[src/rtl/updown_sel_counter.sv]
// Up/down counter driven by two debounced, auto-repeating push buttons.
// Bounds either saturate or wrap; EN is an active-low step enable.
module updown_sel_counter #(
    parameter int unsigned WIDTH         = 3,
    parameter int unsigned MAX_VAL       = 2**WIDTH-1,
    parameter int unsigned WRAP          = 0,
    parameter int unsigned DEB_CYCLES    = 4,
    parameter int unsigned REPEAT_DELAY  = 0,
    parameter int unsigned REPEAT_PERIOD = 4
) (
    input  logic             clk,
    input  logic             rst,
    input  logic             EN,
    input  logic             botton_up,
    input  logic             botton_down,
    output logic [WIDTH-1:0] Q,
    output logic             at_max,
    output logic             at_min,
    output logic             step
);

    typedef enum logic [1:0] {StIdle, StDeb, StHeld, StRepeat} btn_state_e;

    localparam logic [WIDTH-1:0] MaxQ      = WIDTH'(MAX_VAL);
    localparam logic [WIDTH-1:0] OneQ      = WIDTH'(1);
    localparam logic [7:0]       DebTarget = 8'(DEB_CYCLES);
    localparam logic [31:0]      RepDelay  = 32'(REPEAT_DELAY);
    localparam logic [31:0]      RepPeriod = 32'(REPEAT_PERIOD);
    localparam bit               RepeatOn  = (REPEAT_DELAY != 0);
    localparam bit               WrapOn    = (WRAP != 0);

    logic [1:0] btn_raw;
    logic [1:0] req;

    assign btn_raw = {botton_down, botton_up};

    // Index 0 handles the up button, index 1 the down button.
    for (genvar b = 0; b < 2; b++) begin : g_btn
        logic [1:0]  sync_q, sync_d;
        btn_state_e  state_q, state_d;
        logic [7:0]  deb_cnt_q, deb_cnt_d;
        logic [31:0] rep_cnt_q, rep_cnt_d;
        logic        in_s;
        logic        req_b;

        assign in_s = sync_q[1];

        always_comb begin
            sync_d    = {sync_q[0], btn_raw[b]};
            state_d   = state_q;
            deb_cnt_d = deb_cnt_q;
            rep_cnt_d = rep_cnt_q;
            req_b     = 1'b0;
            unique case (state_q)
                StIdle: begin
                    if (in_s) begin
                        // Loading 1 already meets a one-sample debounce.
                        if (DebTarget == 8'd1) begin
                            state_d   = StHeld;
                            deb_cnt_d = '0;
                            rep_cnt_d = '0;
                            req_b     = 1'b1;
                        end else begin
                            state_d   = StDeb;
                            deb_cnt_d = 8'd1;
                        end
                    end
                end
                StDeb: begin
                    if (!in_s) begin
                        state_d   = StIdle;
                        deb_cnt_d = '0;
                    end else if (deb_cnt_q + 8'd1 == DebTarget) begin
                        state_d   = StHeld;
                        deb_cnt_d = '0;
                        rep_cnt_d = '0;
                        req_b     = 1'b1;
                    end else begin
                        deb_cnt_d = deb_cnt_q + 8'd1;
                    end
                end
                StHeld: begin
                    if (!in_s) begin
                        state_d   = StIdle;
                        rep_cnt_d = '0;
                    end else if (RepeatOn) begin
                        if (rep_cnt_q + 32'd1 == RepDelay) begin
                            state_d   = StRepeat;
                            rep_cnt_d = '0;
                            req_b     = 1'b1;
                        end else begin
                            rep_cnt_d = rep_cnt_q + 32'd1;
                        end
                    end
                end
                StRepeat: begin
                    if (!in_s) begin
                        state_d   = StIdle;
                        rep_cnt_d = '0;
                    end else if (rep_cnt_q + 32'd1 == RepPeriod) begin
                        rep_cnt_d = '0;
                        req_b     = 1'b1;
                    end else begin
                        rep_cnt_d = rep_cnt_q + 32'd1;
                    end
                end
                default: begin
                    state_d   = StIdle;
                    deb_cnt_d = '0;
                    rep_cnt_d = '0;
                end
            endcase
        end

        always_ff @(posedge clk) begin
            if (rst) begin
                sync_q    <= '0;
                state_q   <= StIdle;
                deb_cnt_q <= '0;
                rep_cnt_q <= '0;
            end else begin
                sync_q    <= sync_d;
                state_q   <= state_d;
                deb_cnt_q <= deb_cnt_d;
                rep_cnt_q <= rep_cnt_d;
            end
        end

        assign req[b] = req_b;
    end

    logic [WIDTH-1:0] q_q, q_d;
    logic             step_q, step_d;

    // Requests while disabled are simply dropped; simultaneous up/down cancel.
    always_comb begin
        q_d = q_q;
        if (!EN) begin
            if (req[0] && !req[1]) begin
                if (q_q == MaxQ) begin
                    if (WrapOn) begin
                        q_d = '0;
                    end
                end else begin
                    q_d = q_q + OneQ;
                end
            end else if (req[1] && !req[0]) begin
                if (q_q == '0) begin
                    if (WrapOn) begin
                        q_d = MaxQ;
                    end
                end else begin
                    q_d = q_q - OneQ;
                end
            end
        end
        step_d = (q_d != q_q);
    end

    always_ff @(posedge clk) begin
        if (rst) begin
            q_q    <= '0;
            step_q <= 1'b0;
        end else begin
            q_q    <= q_d;
            step_q <= step_d;
        end
    end

    assign Q      = q_q;
    assign step   = step_q;
    assign at_max = (q_q == MaxQ);
    assign at_min = (q_q == '0);

endmodule

[config.mk]
export PLATFORM = sky130hd
export DESIGN_NAME = updown_sel_counter
export DESIGN_NICKNAME = d
export VERILOG_FILES = /design/src/rtl/updown_sel_counter.sv
export SDC_FILE = /design/constraint.sdc
export NUM_CORES = 1
export LEC_CHECK = 0
export CAP_MARGIN = 20
export CORE_MARGIN = 1.5
export CORE_UTILIZATION = 57
export CTS_CLUSTER_DIAMETER = 50
export DETAILED_ROUTE_END_ITERATION = 16
export HOLD_SLACK_MARGIN = 0.06
export MAX_ROUTING_LAYER = met4
export PLACE_DENSITY_LB_ADDON = 0.05
export SYNTH_ARGS = -nofsm -noshare
export SYNTH_HDL_FRONTEND = slang
export SYNTH_SLANG_ARGS = --single-unit
[constraint.sdc]
create_clock -name clk -period 3.2 [get_ports clk]
set_clock_uncertainty 0.1 [all_clocks]
set_input_delay 0.64 -clock clk [delete_from_list [all_inputs] [get_ports clk]]
set_output_delay 0.64 -clock clk [all_outputs]
set_load 0.05 [all_outputs]
==> results.json <==
{
  "status": "finished with violations",
  "violations": "setup timing",
  "cts_max_path_buffers": 2,
  "crit-reg2reg-capture": "Q[0]$_SDFF_PP0_",
  "yosys_warnings": 0,
  "dp_cells": 1034,
  "power.total_mw": 2.02,
  "synth-compound-area-share": 0.223,
  "crit_chain": "ha_4 > nand4_1 > buf_4 > nor4_4 > nand4_1 > xor2_1 > nand2_1 > or4b_1 > o22a_1 > o41a_1 > mux2_4",
  "rsz0062_at_grt": "true",
  "crit_path_end_kind": "flip-flop",
  "grt_overflow": 0,
  "final_area_mm2": 0.00806,
  "synthSimpleGateAreaFrac": 0.359,
  "post_drt_wl_per_cell_um": 17.7,
  "startpoint": "g_btn[0].rep_cnt_q[1]$_SDFFE_PP0P_",
  "grt_pass1_wl_um": 29300,
  "portBuffers": 10,
  "placed_area_mm2": 0.00719,
  "multi_input_area_mm2": 0.00440,
  "max_stage_delay_ns": 0.55,
  "clock_latency_ns": 0.39,
  "setup_viol": 19,
  "cp_slowest_cell": "or4b_1",
  "die_h_um": 107,
  "grt_start_max_net_pins": 38,
  "r2r_start": "g_btn[0].rep_cnt_q[1]$_SDFFE_PP0P_",
  "yosys_register_bits": 92,
  "wl_um": 19100,
  "synth_top_flop_cell": "dfxtp_1",
  "powerDensity_mw_per_mm2": 250,
  "antenna_found_initial": 0,
  "cp_max_fo": 3,
  "clock-sinks": 92,
  "coreArea_mm2": 0.0104,
  "maxSlewViolCount": 0,
  "peakVddDrop_mv": 0.234,
  "nets": 949,
  "via_per_inst": 6.41,
  "cts_tree": "built",
  "fmax_mhz": 299,
  "start_util": 0.592,
  "fp-row-count": 37,
  "ctsHoldBuffers": 0,
  "finalWorstSetupSlack_ns": -0.146,
  "post-route-min-period_ns": 3.35,
  "worstPathArrival_ns": 3.53,
  "diodes": 0,
  "drt_first_pass_iters": 5,
  "hold_ws_ns": 0.368,
  "synth_edf_count": 0,
  "synth_xor_area_frac": 0.0357,
  "first_global_vias": 6256,
  "vias": 6910,
  "path_class": "flip-flop to flip-flop",
  "finalNonFillerCells": 1078,
  "synth_fa_ha_area_frac": 0.0143,
  "cp-endpoint": "Q[0]$_SDFF_PP0_",
  "fp.dieW_um": 107,
  "synthMuxAreaShare": 0.0157,
  "postSynthAreaPerCell_um2": 7.36,
  "clk_pin_slew_ns": 0.10,
  "cap_viol_max_count": 0,
  "syn-cell-area_mm2": 0.00614,
  "fillerInstances": 762,
  "reg2reg_slack_ns": -0.15,
  "drcViolationCount": 0,
  "hpwl_um": 12700,
  "start_kind": "flip-flop",
  "die_area_mm2": 0.0114,
  "grt_usage": 0.329,
  "timing.final.crit_share": 1.05,
  "required_ns": 3.38,
  "place_ws_ns": -0.233,
  "syn2layout_area_growth_pct": 31.4,
  "syn_nets": 846,
  "root_buffer": "clkbuf_8",
  "netlist-cell-type-count": 71,
  "path_common_cell": "nand4_1",
  "drive_gt1_frac": 0.293,
  "gp_congestion": 0.966,
  "hold_viol": 0,
  "hold_path_class": "flip-flop to flip-flop",
  "cts_max_level": 3,
  "drtIter0Drc": 630,
  "syn_inst": 834,
  "rr_worst_depth": 11,
  "tightest_slew_ns": 0.516,
  "ios": 11,
  "relSlewSlack": 0.653,
  "synth_seq_area_share": 0.300,
  "async_reset_ff_frac": 0,
  "p_leak_nw": 2.98,
  "ant_nets": 0,
  "cts_buffers": 9,
  "synth_top_family_by_area": "simple AND/OR/NAND/NOR gates",
  "seqCellArea_mm2": 0.00188
}
[routing by layer]
| layer | share of wire | up-vias | GRT usage |
|---|---|---|---|
| met2 | 0.46 | 307 | 0.514 |
| met3 | 0.072 | 58 | 0.0486 |
| met1 | 0.44 | 3246 | 0.433 |
| met4 | 0.025 | 0 | 0.121 |
| li1 | - | 3299 | - |
| met5 | 0 | - | - |
[worst max-delay path, delay by kind of cell, from the launching register on]
family,cells,cell delay (ns)
buffers and inverters,1,0.18
AO/OA/AOI/OAI,2,0.65
multiplexers,1,0.31
flip-flops,1,0.37
XOR/XNOR,1,0.24
AND/OR/NAND/NOR,5,1.25
adder cells (fa/ha/maj),1,0.14
[registers in the layout, summed over array words and instances (netlist names)]
register	cells
g_btn.rep_cnt_q	64
g_btn.deb_cnt_q	16
g_btn.state_q	4
g_btn.sync_q	4
Q	3
step	1
[cell usage after synthesis (5+ instances only)]
library cell / count / area [µm²]
xor2_1: 12 / 105
a311oi_1: 11 / 96.3
buf_2: 10 / 50.1
nor4_1: 16 / 100
nand4_1: 32 / 200
inv_1: 13 / 48.8
nor2_1: 86 / 323
a21o_1: 5 / 37.5
nor2b_1: 15 / 93.8
nand2b_1: 8 / 50.1
and4_1: 6 / 52.6
nand2_1: 53 / 199
mux2i_1: 7 / 70.1
o21ai_0: 62 / 310
buf_1: 5 / 18.8
nand3_1: 43 / 215
nand3b_1: 10 / 75.1
a31oi_1: 11 / 68.8
clkbuf_1: 53 / 199
or4_1: 14 / 105
or2_2: 7 / 43.8
ha_1: 7 / 87.6
dfxtp_1: 92 / 1840
nand4b_1: 9 / 78.8
a21oi_1: 89 / 445
a211oi_1: 5 / 37.5
and2_1: 9 / 56.3
or3_1: 20 / 125
nor3_1: 23 / 115
a31o_2: 6 / 52.6
a22oi_1: 7 / 52.6
xnor2_1: 13 / 114
and3_1: 19 / 119
[stage by stage]
step,util,setup TNS [ns]
after global routing,0.778,-4.95
after detailed placement,0.694,-4.79
after floorplan,-,-0.0366
after CTS,0.728,-0.226
after global placement,0.694,-4.55
final,0.778,-1.11
[worst min-delay path by stage]
stage | from | to | slack [ns] | depth (start not counted)
detailed placement | g_btn[1].sync_q[0]$_SDFF_PP0_ | g_btn[1].sync_q[1]$_SDFF_PP0_ | 0.33 | 1
finish | g_btn[1].sync_q[0]$_SDFF_PP0_ | g_btn[1].sync_q[1]$_SDFF_PP0_ | 0.37 | 1
global placement | g_btn[1].sync_q[0]$_SDFF_PP0_ | g_btn[1].sync_q[1]$_SDFF_PP0_ | 0.33 | 1
floorplan | g_btn[0].sync_q[0]$_SDFF_PP0_ | g_btn[0].sync_q[1]$_SDFF_PP0_ | 0.31 | 1
CTS | g_btn[1].sync_q[0]$_SDFF_PP0_ | g_btn[1].sync_q[1]$_SDFF_PP0_ | 0.37 | 1
global route | g_btn[1].sync_q[0]$_SDFF_PP0_ | g_btn[1].sync_q[1]$_SDFF_PP0_ | 0.39 | 1
[cell usage in the layout (no fill, tap or decap), drive strengths merged, types with 19 or more instances in the layout]
cell type  netlist  layout
nor2            86      86
nand2           53      53
o21ai           64      64
nor3            25      25
nand3           44      44
nor4            19      19
or3             22      22
and3            20      20
a21oi           89      89
nand4           33      33
dfxtp           92      92
buf             16     150
[cells by family (layout without fill, tap and decap cells)]
| kind of cell | after synthesis | in the layout |
|---|---|---|
| AOI/OAI and AO/OA | 226 | 226 |
| buffers and inverters | 82 | 190 |
| and+or+nand+nor | 393 | 393 |
| xor gates and xnor gates | 25 | 25 |
| muxes | 9 | 9 |
| DFF | 92 | 92 |
| adders and majority gates | 7 | 7 |
[repair_timing]
action | in CTS | in global routing
hold endpoints to repair | 0 | 0
setup endpoints to repair | 60 | 65
setup buffers | 10 | 18
cloned | 0 | 3
gates resized for setup | 18 | 83
pin swaps | 8 | 58
[where the power goes]
group | total, mW | switching [mW] | internal [mW] | leakage, nW
sequential | 1.15 | 0.00500 | 1.14 | 0.751
clock | 0.828 | 0.454 | 0.374 | 0.100
combinational | 0.0415 | 0.0294 | 0.0121 | 2.13
[layout make-up]
type                    instances  area share
repair buffers                161       0.168
clock inverters                 4     0.00357
well taps                     136      0.0211
clock buffers                  12      0.0219
multi-input cells             660       0.546
flip-flops and latches         92       0.233
inverters                      13     0.00652
Note: power is estimated with default switching activity, not from simulation.
==> patch, RTL diff (same settings) <==
Change the parameter `WRAP` from 0 to 1.
--- a/src/rtl/updown_sel_counter.sv
+++ b/src/rtl/updown_sel_counter.sv
@@ -3,7 +3,7 @@
 module updown_sel_counter #(
     parameter int unsigned WIDTH         = 3,
     parameter int unsigned MAX_VAL       = 2**WIDTH-1,
-    parameter int unsigned WRAP          = 0,
+    parameter int unsigned WRAP          = 1,
     parameter int unsigned DEB_CYCLES    = 4,
     parameter int unsigned REPEAT_DELAY  = 0,
     parameter int unsigned REPEAT_PERIOD = 4
Check against the original RTL: not equivalent (Yosys sat finds a counterexample within 10 cycles, from zero or initial values and one cycle with rst high).
==> patch against the original RTL <==
  * The flow still finishes with violations (negative setup slack)
  * Sequential share of layout area increased by 1.0 points
  * Final area fell by 3.7%
  * Setup slack better by 0.13 ns
  * Maximum frequency rose by 4.0%
  * Synthesized area rose by 0.84%
  * Utilization decreased by 3.2 points
  * Sequential cell count unchanged
  * Total power grew 3.5%
  * Wire length is 4.8% lower
  * Global-route usage decreased by 3.2 points
  * Count of clock-buffer cells in the layout is 1 higher
  * Critical path type unchanged
  * Largest cell class unchanged
==> patch: results (changes against the original RTL) <==
| Metric | Value |
|---|---|
| Outcome | complete, but fails checks |
| Failing checks | negative setup slack |
| GRT Total Usage | 29.7% (-3.2 points) |
| Crit path DAT | 3.35 ns (-0.18 ns) |
| Reg2reg start | g_btn[0].rep_cnt_q[13] |
| Max VDD drop | 363 uV (+55%) |
| Drt wl/cell | 17.4 um (-2.0%) |
| Vias in the first global route | 5907 (-5.6%) |
| Hold Worst Slack | 0.348 ns (-0.0199 ns) |
| CTS Buf Count | 9 (unchanged) |
| H-tree levels | 3 (unchanged) |
| Synth top cells by count | a21oi_1, nor2_1, dfxtp_1 |
| Mux contribution to synthesized area | 1.35% (-0.22 points) |
| Unique masters post-synth | 76 (+7.0%) |
| Met2 wire length | 8.79 mm (-0.46%) |
| Largest net degree at the start of global routing | 42 (+11%) |
| DR pass1 iterations | 6 (+1) |
| Synth Area in Adders | 1.62% (+0.19 points) |
| CP Max Fanout | 10 (+7) |
| Synth top area cells | dfxtp_1, a21oi_1, o21ai_0 |
| Via/cell ratio | 6.53 (+1.9%) |
| Synth Warn # | 0 (unchanged) |
| GPL Wtd Cong | 0.945 (-2.2%) |
| Share of cells above drive strength 1 | 24.9% (-4.4 points) |
| Iter 0 DRT Violations | 508 (-19%) |
| Seq/Total Area, Yosys | 29.8% (-0.25 points) |
| Compound-cell area share of the yosys netlist | 23.7% (+1.4 points) |
| Headroom to the max-slew limit | 42.3% (-23 points) |
| Syn Nets | 851 (+0.59%) |
| Final net count | 919 (-3.2%) |
| Wl on met1 | 7.70 mm (-8.1%) |
| Post-Synth XOR/XNOR Area | 3.11% (-0.45 points) |
| DR WL met3 | 1.03 mm (-25%) |
| Hpwl dp | 11.3 mm (-11%) |
| Setup ws final | -0.0184 ns (+0.128 ns) |
| Final setup fails | 1 (-18) |
| Worst Hold Launch | g_btn[0].sync_q[0] |
| Worst Setup EP | Q[0] |
| First-pass GRT wire length | 27.2 mm (-7.2%) |
| Async SR Flop Fraction | 0% (unchanged) |
| Leakage | 2.67 nW (-10%) |
| Cells on Worst Hold Path | 1 (unchanged) |
| Worst hold path type | reg -> reg |
| Post-Place Worst Slack | -0.223 ns (+0.0104 ns) |
| Reg with most FFs | g_btn.rep_cnt_q |
| Hold endpoint | g_btn[0].sync_q[1] |
==> patch: through the flow <==
step / utilization [%] / TNS [ns] / instances / area (sq um) / total power, W
2_1_floorplan: - / 0 / 838 / 6190 / 0.00121
5_1_grt: 74.6 / -2.90 / 1047 / 7770 / 0.00215
3_3_place_gp: 65.4 / -0.0823 / 1000 / 6820 / 0.00122
6_report: 74.6 / -0.0184 / 1047 / 7770 / 0.00209
3_5_place_dp: 65.4 / -0.717 / 1000 / 6820 / 0.00122
4_1_cts: 69.2 / 0 / 1024 / 7210 / 0.00209
==> patch: worst max-delay path: stages (launching register included) <==
cell       delay [ns]
dfxtp_2          0.46
nand4_1          0.27
or4_4            0.54
nor4_4           0.27
nand4b_4         0.17
a211oi_4         0.29
nand4_2          0.18
a21oi_4          0.24
buf_4            0.15
o21ai_0          0.07
o21ba_1          0.26
a2111oi_4        0.06
==> patch: what timing repair did <==
action,in CTS,in global routing
pin swaps,7,25
gates cloned,0,5
endpoints found under the setup margin,20,62
resized for setup,20,100
buffers inserted,8,18
==> patch: routing by layer <==
metal,vias to the layer above,track usage [%]
li1,3287,-
met1,3209,35.6
met2,279,49.6
met3,61,3.83
met4,0,13.2
met5,-,-
==> patch: cell type report <==
cell class | count | area (sq um)
Inverter | 18 | 71.3
Clock buffer | 13 | 179
Fill cell | 795 | 2650
Tap cell | 136 | 170
Sequential cell | 92 | 1890
Clock inverter | 3 | 42.5
Timing Repair Buffer | 115 | 992
Multi-Input combinational cell | 670 | 4430
==> patch: report_power, final <==
group          internal (W)  leakage (nW)  switching, W  total (W)
Sequential          0.00114         0.757    0.00000497    0.00115
Combinational     0.0000146          1.80     0.0000317  0.0000463
Clock              0.000446         0.112      0.000445   0.000891
Total               0.00160          2.67      0.000482    0.00209
